### src/rtl/leon_mem_arbiter.sv
// Shares one memory port between the instruction-fetch and data sides. Contention
// alternates priority, and a per-transaction wait counter aborts a stalled access.
module leon_mem_arbiter #(
    parameter int TIMEOUT = 255
) (
    input  logic        clk,
    input  logic        rst_n,
    input  logic        i_req_i,
    input  logic [31:0] i_addr_i,
    input  logic        d_req_i,
    input  logic        d_write_i,
    input  logic [31:0] d_addr_i,
    input  logic [31:0] d_wdata_i,
    output logic        i_hold_o,
    output logic        i_done_o,
    output logic [31:0] i_data_o,
    output logic        i_exception_o,
    output logic        d_hold_o,
    output logic        d_done_o,
    output logic [31:0] d_data_o,
    output logic        d_mexc_o,
    output logic        d_werr_o,
    output logic        m_req_o,
    output logic        m_wr_o,
    output logic [31:0] m_addr_o,
    output logic [31:0] m_wdata_o,
    input  logic        m_ack_i,
    input  logic        m_err_i,
    input  logic [31:0] m_rdata_i
);

    typedef enum logic [1:0] {
        IDLE = 2'd0,
        BUSY = 2'd1,
        DONE = 2'd2
    } state_e;

    localparam logic [9:0] TimeoutC = 10'(TIMEOUT);

    state_e      state_q, state_d;
    logic [9:0]  cnt_q, cnt_d;
    logic        lastData_q, lastData_d;
    logic        ownerData_q, ownerData_d;
    logic        m_req_q, m_req_d;
    logic        m_wr_q, m_wr_d;
    logic [31:0] m_addr_q, m_addr_d;
    logic [31:0] m_wdata_q, m_wdata_d;
    logic        i_hold_q, i_hold_d;
    logic        d_hold_q, d_hold_d;
    logic        i_done_q, i_done_d;
    logic        d_done_q, d_done_d;
    logic [31:0] i_data_q, i_data_d;
    logic [31:0] d_data_q, d_data_d;
    logic        i_exc_q, i_exc_d;
    logic        d_mexc_q, d_mexc_d;
    logic        d_werr_q, d_werr_d;

    logic        grantData;
    logic        finish;
    logic        finErr;
    logic [31:0] finData;

    always_comb begin
        state_d     = state_q;
        cnt_d       = cnt_q;
        lastData_d  = lastData_q;
        ownerData_d = ownerData_q;
        m_req_d     = m_req_q;
        m_wr_d      = m_wr_q;
        m_addr_d    = m_addr_q;
        m_wdata_d   = m_wdata_q;
        i_hold_d    = i_hold_q;
        d_hold_d    = d_hold_q;
        i_data_d    = i_data_q;
        d_data_d    = d_data_q;
        i_done_d    = 1'b0;
        d_done_d    = 1'b0;
        i_exc_d     = 1'b0;
        d_mexc_d    = 1'b0;
        d_werr_d    = 1'b0;
        grantData   = 1'b0;
        finish      = 1'b0;
        finErr      = 1'b0;
        finData     = '0;

        case (state_q)
            IDLE: begin
                if (i_req_i || d_req_i) begin
                    // Priority only flips on contention; a lone request leaves it alone.
                    grantData   = d_req_i && (!i_req_i || !lastData_q);
                    if (i_req_i && d_req_i) begin
                        lastData_d = grantData;
                    end
                    ownerData_d = grantData;
                    m_req_d     = 1'b1;
                    cnt_d       = '0;
                    state_d     = BUSY;
                    if (grantData) begin
                        m_wr_d    = d_write_i;
                        m_addr_d  = d_addr_i;
                        m_wdata_d = d_wdata_i;
                        d_hold_d  = 1'b0;
                    end else begin
                        m_wr_d    = 1'b0;
                        m_addr_d  = i_addr_i;
                        m_wdata_d = '0;
                        i_hold_d  = 1'b0;
                    end
                end
            end
            BUSY: begin
                if (m_ack_i) begin
                    finish  = 1'b1;
                    finErr  = m_err_i;
                    finData = m_rdata_i;
                end else if (cnt_q + 10'd1 == TimeoutC) begin
                    finish  = 1'b1;
                    finErr  = 1'b1;
                end else begin
                    cnt_d = cnt_q + 10'd1;
                end
                if (finish) begin
                    m_req_d  = 1'b0;
                    i_hold_d = 1'b1;
                    d_hold_d = 1'b1;
                    state_d  = DONE;
                    if (ownerData_q) begin
                        d_done_d = 1'b1;
                        if (m_wr_q) begin
                            d_data_d = '0;
                            d_werr_d = finErr;
                        end else begin
                            d_data_d = finData;
                            d_mexc_d = finErr;
                        end
                    end else begin
                        i_done_d = 1'b1;
                        i_data_d = finData;
                        i_exc_d  = finErr;
                    end
                end
            end
            DONE: begin
                state_d = IDLE;
            end
            default: begin
                state_d = IDLE;
            end
        endcase
    end

    always_ff @(posedge clk or negedge rst_n) begin
        if (!rst_n) begin
            state_q     <= IDLE;
            cnt_q       <= '0;
            lastData_q  <= 1'b1;
            ownerData_q <= 1'b0;
            m_req_q     <= 1'b0;
            m_wr_q      <= 1'b0;
            m_addr_q    <= '0;
            m_wdata_q   <= '0;
            i_hold_q    <= 1'b1;
            d_hold_q    <= 1'b1;
            i_done_q    <= 1'b0;
            d_done_q    <= 1'b0;
            i_data_q    <= '0;
            d_data_q    <= '0;
            i_exc_q     <= 1'b0;
            d_mexc_q    <= 1'b0;
            d_werr_q    <= 1'b0;
        end else begin
            state_q     <= state_d;
            cnt_q       <= cnt_d;
            lastData_q  <= lastData_d;
            ownerData_q <= ownerData_d;
            m_req_q     <= m_req_d;
            m_wr_q      <= m_wr_d;
            m_addr_q    <= m_addr_d;
            m_wdata_q   <= m_wdata_d;
            i_hold_q    <= i_hold_d;
            d_hold_q    <= d_hold_d;
            i_done_q    <= i_done_d;
            d_done_q    <= d_done_d;
            i_data_q    <= i_data_d;
            d_data_q    <= d_data_d;
            i_exc_q     <= i_exc_d;
            d_mexc_q    <= d_mexc_d;
            d_werr_q    <= d_werr_d;
        end
    end

    assign m_req_o       = m_req_q;
    assign m_wr_o        = m_wr_q;
    assign m_addr_o      = m_addr_q;
    assign m_wdata_o     = m_wdata_q;
    assign i_hold_o      = i_hold_q;
    assign d_hold_o      = d_hold_q;
    assign i_done_o      = i_done_q;
    assign d_done_o      = d_done_q;
    assign i_data_o      = i_data_q;
    assign d_data_o      = d_data_q;
    assign i_exception_o = i_exc_q;
    assign d_mexc_o      = d_mexc_q;
    assign d_werr_o      = d_werr_q;

endmodule

### config.mk
export PLATFORM = sky130hd
export DESIGN_NAME = leon_mem_arbiter
export DESIGN_NICKNAME = d
export VERILOG_FILES = /design/src/rtl/leon_mem_arbiter.sv
export SDC_FILE = /design/constraint.sdc
export NUM_CORES = 1
export LEC_CHECK = 0
export CORE_MARGIN = 2
export CORE_UTILIZATION = 25
export CTS_CLUSTER_DIAMETER = 120
export DETAILED_ROUTE_END_ITERATION = 16
export HOLD_SLACK_MARGIN = 0.15
export SLEW_MARGIN = 10
export SYNTH_ARGS = -nofsm -noshare
export SYNTH_HDL_FRONTEND = slang
export SYNTH_SLANG_ARGS = --single-unit
### constraint.sdc
create_clock -name clk -period 5.31 [get_ports clk]
set_input_delay 0.531 -clock clk [delete_from_list [all_inputs] [get_ports clk]]
set_output_delay 0.531 -clock clk [all_outputs]
set_load 0.01 [all_outputs]
==> results of run 1 <==
-- report_power, final --
part,total (mW),internal (mW),switching [mW]
Combinational,2.42,1.30,1.12
Clock,1.19,0.660,0.529
Sequential,1.95,1.62,0.328
-- what timing repair did --
item,CTS,global route
endpoints found under the hold margin,45,0
hold buffers,1,0
buffers inserted,0,0
-- placed cells by master, fill, tap and decap left out, drive strengths merged, types with 3 or more instances in the layout --
cell | synthesis | layout
o21ai | 110 | 110
nor2 | 7 | 7
nand3 | 7 | 7
mux2i | 32 | 32
buf | 13 | 10
nand3b | 3 | 3
inv | 70 | 77
clkbuf | 30 | 19
dfstp | 3 | 3
clkdlybuf4s50 | 0 | 270
nand2 | 43 | 43
or3 | 3 | 3
clkinvlp | 0 | 4
a21oi | 6 | 6
nor3 | 4 | 4
and3 | 3 | 3
dfrtp | 148 | 148
a22oi | 64 | 64
a22o | 35 | 35
o41ai | 4 | 4
-- worst max-delay path, delay by kind of cell, from the launching register on --
kind                       cells  cell delay (ns)
xor gates and xnor gates       1             0.13
and+or+nand+nor                1             0.34
DFF                            1             0.43
adders and majority gates      1             0.26
buffers and inverters          1             0.50
AOI/OAI and AO/OA              3             1.16
-- final cells by class --
type                            instances  area [um2]
Fill cell                            2570       15700
Sequential cell                       151        3780
Timing Repair Buffer                  281        2790
Multi-Input combinational cell        348        2310
Clock buffer                           19         433
Tap cell                              335         419
Inverter                               70         263
Clock inverter                         13         135
-- metal layers --
layer	track usage, %	wire [um]	up-vias	share of wire (%)
met3	5.59	1970	12	10
met4	4.55	259	0	1.3
li1	-	-	2680	-
met1	19.0	8690	2615	44
met2	22.1	8830	220	45
met5	0	0	-	0
-- sequential cells by signal, summed over array words and instances (netlist names) --
name,cells
cnt_q,10
d_data_o,32
d_done_o,1
d_hold_o,1
d_mexc_o,1
d_werr_o,1
i_data_o,32
i_done_o,1
i_exception_o,1
i_hold_o,1
lastData_q,1
m_addr_o,32
m_req_o,1
m_wdata_o,32
m_wr_o,1
ownerData_q,1
state_q,2
-- logic make-up (layout without fill, tap and decap cells) --
| kind of cell | Yosys count | count (layout) | synth area share (%) |
|---|---|---|---|
| AO/OA/AOI/OAI | 230 | 230 | 23.4 |
| flip-flops | 151 | 151 | 58.0 |
| AND/OR/NAND/NOR | 80 | 80 | 5.66 |
| XOR/XNOR | 4 | 4 | 0.537 |
| multiplexers | 32 | 32 | 4.91 |
| buffers and inverters | 113 | 383 | 7.08 |
| adder cells (fa/ha/maj) | 2 | 2 | 0.384 |
-- how the worst max path moves through the flow --
| stage | startpoint | endpoint | slack, ns |
|---|---|---|---|
| final | cnt_q[1] | i_data_o[31] | 2.34 |
| after detailed placement | cnt_q[1] | d_data_o[16] | 2.30 |
| after global placement | cnt_q[1] | i_data_o[1] | 2.36 |
| after global routing | cnt_q[1] | i_data_o[31] | 2.08 |
| after CTS | cnt_q[1] | d_data_o[16] | 2.30 |
| after floorplan | cnt_q[0] | i_data_o[12] | 3.25 |
==> results.md, run 1 <==
* F_max at 337 MHz
* Dpl cell area at 0.00956 mm2
* Least-Margin Pin Slew at between 0.9 and 1 ns
* R2r setup slk at 2.34 ns
* Cell area after synthesis at 0.00652 mm2
* Crit-path max FO at 38
* Register-to-Register Path Depth at 7
* Via count at about 5.5k
* Pleak at ~4.5 nW
* CTS tree: built
* Setup ws final at 2.34 ns
* Clock-pin slew on the worst setup and hold paths at 0.07 ns
* Hold_sp: m_addr_o[8]
* Nets at 1006
* Fin util at 39.2%
* Critical path data required time at 5.59 ns
* Seq/Total Area, Yosys at 58.0%
* GR Overflow Total at 0
* Vias/cell at 4.54
* Crit. End Element: flip-flop
* Detail Route Antenna Nets at 0
* Worst IR Drop VDD at 250 uV
* Top post-synthesis cells by area: dfrtp_1, o21ai_0, a22oi_1
* Vias in the first global route at 5526
* Post-Syn Nets at ~750
* Mapped Cells at around 610
* Effective utilization at floorplan at 25.2%
* Hold WS at 0.475 ns
* Die Ht at 166 um
* Core Area at 0.0258 mm2
* Largest net degree at the start of global routing at around 100
* Slowest CP cell: o21ai_4
* PwrDens at 548 mW/mm2
* Slew Limit Fails at 0
* Max Cap Viol at 0
* Clock Tree Buf Depth at 2
* Worst r2r src: cnt_q[1]
* Cell with the most instances after synthesis: dfrtp_1
* Drt total wl at 19700 um
* # DRC at 0
* Period utilization at 55.9%
* Avg Synthesized Cell Area at 10.7 um2
* Period minus WS final at 2.97 ns
* Seq cells post-synth at 151
* Die width at 166 um
* Clock Latency Late Sink at 0.42 ns
* Status: completed
* CP arrival at 3.25 ns
* Critical path launch point type: flip-flop
* Die ar. at 0.0274 mm2
* DR pass1 iterations at 4
* CTS root buf: clkbuf_16
* Layout cells sized above 1 at under 10%
* Hold Path Class: flip-flop to flip-flop
* First-pass GRT wire length at slightly above 30000 um
* Final setup viols at 0
* P&R area growth vs syn at 55.4%
* Boundary Pins at ~270
* First DRT Iteration DRCs at 370
* Setup TNS at 0 ns
* Rel. slew slack at between 30% and 40%
* Total Power at 5.56 mW
* Kind of critical path: flip-flop to flip-flop
* Clock Skew at 0.0118 ns
* CP peak stage delay at approximately 0.67 ns
* Initial antenna violation count at 0
* Crit-path cells: ha_1 -> xnor2_1 -> or3_1 -> a211o_1 -> o21ai_4 -> buf_4 -> o21ai_0
* WHS Endpoint: m_addr_o[8]
* Port bufs at 271
* Hold Path Cell Cnt at 2
* Top-area cell type share of the netlist area at about 57%
* Post-synth top cells: dfrtp_1, o21ai_0, inv_1, a22oi_1, nand2_1
* Most common flop cell mapped by yosys: dfrtp_1
* CTS Buf Count at 17
* Final HPWL DP at ~14000 um
* RD Place Congestion at approximately 0.74
* Clk sinks at about 150
* Final Instance Area at 0.0101 mm2
* Synth Warn # at 0
* Htree depth at 4
* All-Layer GR Usage at between 10% and 20%
* Placed insts at 1184
* Post-CTS Resized at 0
* Yosys top cell by area: dfrtp_1
* Unique masters post-synth at 43
* Post-synth EDFFs at 0
* Post-Place Setup Slack at 2.30 ns
* Num rows at 59
* N_diodes at 0
* Routed len/inst at 16.2 um
* Final hold vios at 0
* Post-synth ARST share at 100%
* RSZ-0062 raised after global routing: false
* Worst r2r dst: i_data_o[31]
* Fin cells at 1217
(Power assumes the default switching activity.)
==> run 2: changes to the inputs <==
==> constraint.sdc (replaced) <==
create_clock -name clk -period 2.7 [get_ports clk]
set_input_delay 0.27 -clock clk [delete_from_list [all_inputs] [get_ports clk]]
set_output_delay 0.27 -clock clk [all_outputs]
set_load 0.01 [all_outputs]
==> results.md, run 2 (synthesized netlist as in run 1, its figures left out) <==
* Status: completed
* Routed len/inst at 16.1 um (-0.59%)
* CTS root buf: clkbuf_16
* Worst r2r dst: i_data_o[27]
* Most frequent cells in the layout: clkdlybuf4s50_1, dfrtp_1, o21ai_0, inv_1, a22oi_1
* CP arrival at 2.47 ns (-0.78 ns)
* Initial antenna violation count at 1 (+1)
* Clock Tree Buf Depth at 2 (unchanged)
* Vias in the first global route at 5602 (+1.4%)
* Critical path launch point type: flip-flop
* Total Power at 11.3 mW (+100%)
* Die width at 166 um (unchanged)
* Final setup viols at 0 (unchanged)
* Effective utilization at floorplan at 25.2% (unchanged)
* All-Layer GR Usage at 14.3% (-0.19 points)
* Commonest non-fill, non-tap cell in the layout: clkdlybuf4s50_1
* R2r setup slk at 0.51 ns (-1.83 ns)
* Num rows at 59 (unchanged)
* GR Overflow Total at 0 (unchanged)
* Vias/cell at 4.53 (-0.21%)
* Die ar. at 0.0274 mm2 (unchanged)
* Least-Margin Pin Slew at 0.612 ns (-0.379 ns)
* Placed insts at 1192 (+0.68%)
* Clock Latency Late Sink at 0.42 ns (about the same)
* Fin util at 40.0% (+0.78 points)
* Die Ht at 166 um (unchanged)
* Hold Path Class: primary input to async pin
* Port bufs at 271 (unchanged)
* Fill count at 2576 (+0.23%)
* RSZ-0062 raised after global routing: false
* Kind of critical path: flip-flop to flip-flop
* N_diodes at 0 (unchanged)
* Clock Skew at 0.0117 ns (-0.0000497 ns)
* P&R area growth vs syn at 58.5%
* Layout cells sized above 1 at 7.65% (+0.85 points)
* Final Instance Area at 0.0103 mm2 (+2.0%)
* Core Area at 0.0258 mm2 (unchanged)
* Max Cap Viol at 0 (unchanged)
* Via count at 5547 (+0.36%)
* CTS tree: built
* F_max at 456 MHz (+35%)
* Slew Limit Fails at 0 (unchanged)
* Crit-path max FO at 50 (+32%)
* Period utilization at 81.2% (+25 points)
* Worst r2r src: cnt_q[1]
* Final HPWL DP at 13900 um (+2.1%)
* First-pass GRT wire length at 30500 um (-0.13%)
* Critical path data required time at 2.98 ns (-2.61 ns)
* # DRC at 0 (unchanged)
* Boundary Pins at 272 (unchanged)
* CTS Buf Count at 17 (unchanged)
* Post-CTS Resized at 0 (unchanged)
* Post-CTS Setup Inserts at 0 (unchanged)
* Period minus WS final at 2.19 ns (-0.776 ns)
* First DRT Iteration DRCs at 432 (+17%)
* Setup TNS at 0 ns (unchanged)
* Crit. End Element: flip-flop
* RD Place Congestion at 0.798 (+7.5%)
* Clk sinks at 151 (unchanged)
* Detail Route Antenna Nets at 0 (unchanged)
* DR pass1 iterations at 4 (unchanged)
* PwrDens at 1100 mW/mm2 (+100%)
* Htree depth at 4 (unchanged)
* Worst IR Drop VDD at 421 uV (+69%)
* Nets at 1014 (+0.80%)
* Fin cells at 1224 (+0.58%)
* Clock-pin slew on the worst setup and hold paths at 0.06 ns (about the same)
* Register-to-Register Path Depth at 7 (unchanged)
* Rel. slew slack at 59.2% (+25 points)
* Dpl cell area at 0.00968 mm2 (+1.3%)
* Pleak at 4.62 nW (+2.3%)
* Largest net degree at the start of global routing at 66 (-35%)
* Drt total wl at 19700 um (about the same)
* Final hold vios at 0 (unchanged)
[run 2: changes by cell type in the layout (fill, tap and decap cells not counted), sizes merged]
cell / change
buf: +8
bufinv: +4
clkbuf: -1
clkinvlp: -2
inv: -2
[run 2: final cells by class]
cell class | count | area (um2) | share of cell area [%]
Clock buffer | 18 | 429 | 4.15
Clock inverter | 13 | 218 | 2.11
Inverter | 70 | 263 | 2.54
Multi-Input combinational cell | 348 | 2310 | 22.4
Sequential cell | 151 | 3780 | 36.6
Tap cell | 335 | 419 | 4.05
Timing Repair Buffer | 289 | 2910 | 28.2
[run 2: report_power, final]
group          total, mW  switching (mW)  internal, mW
combinational       4.83            2.19          2.64
clock               2.66            1.00          1.65
sequential          3.85           0.654          3.19
[run 2: repair_timing]
item / 4_1_cts / 5_1_grt
endpoints found under the setup margin: 0 / 0
endpoints found under the hold margin: 57 / 0
hold buffers: 1 / 0
[run 2: per-layer routing]
layer / GRT usage (%) / wire [um]
met4: 3.41 / 197
met3: 5.94 / 2050
met1: 17.9 / 8380
met5: 0 / 12
met2: 23.0 / 9100
[run 2: how the worst max path moves through the flow]
stage	startpoint	end	slack, ns
final	cnt_q[1]	i_data_o[27]	0.51
after global routing	cnt_q[1]	i_data_o[25]	0.35
after CTS	cnt_q[1]	i_data_o[27]	0.50
after detailed placement	cnt_q[1]	d_data_o[5]	0.51
after global placement	cnt_q[1]	cnt_q[2]	0.55
after floorplan	cnt_q[0]	i_data_o[12]	0.64
[run 2: worst max-delay path: stages, from the launching register on]
cell and delay, ns:
dfrtp_1 0.43, ha_1 0.25, xnor2_1 0.13, or3_1 0.34, a211o_1 0.35, o21ai_4 0.18
buf_12 0.25, o21ai_0 0.12
[run 2: through the flow]
stage	hold slack, ns	worst slack, ns
2_1_floorplan	-0.0256	0.645
3_3_place_gp	0.303	0.554
3_5_place_dp	0.308	0.507
4_1_cts	0.419	0.499
5_1_grt	0.426	0.353
6_report	0.405	0.507
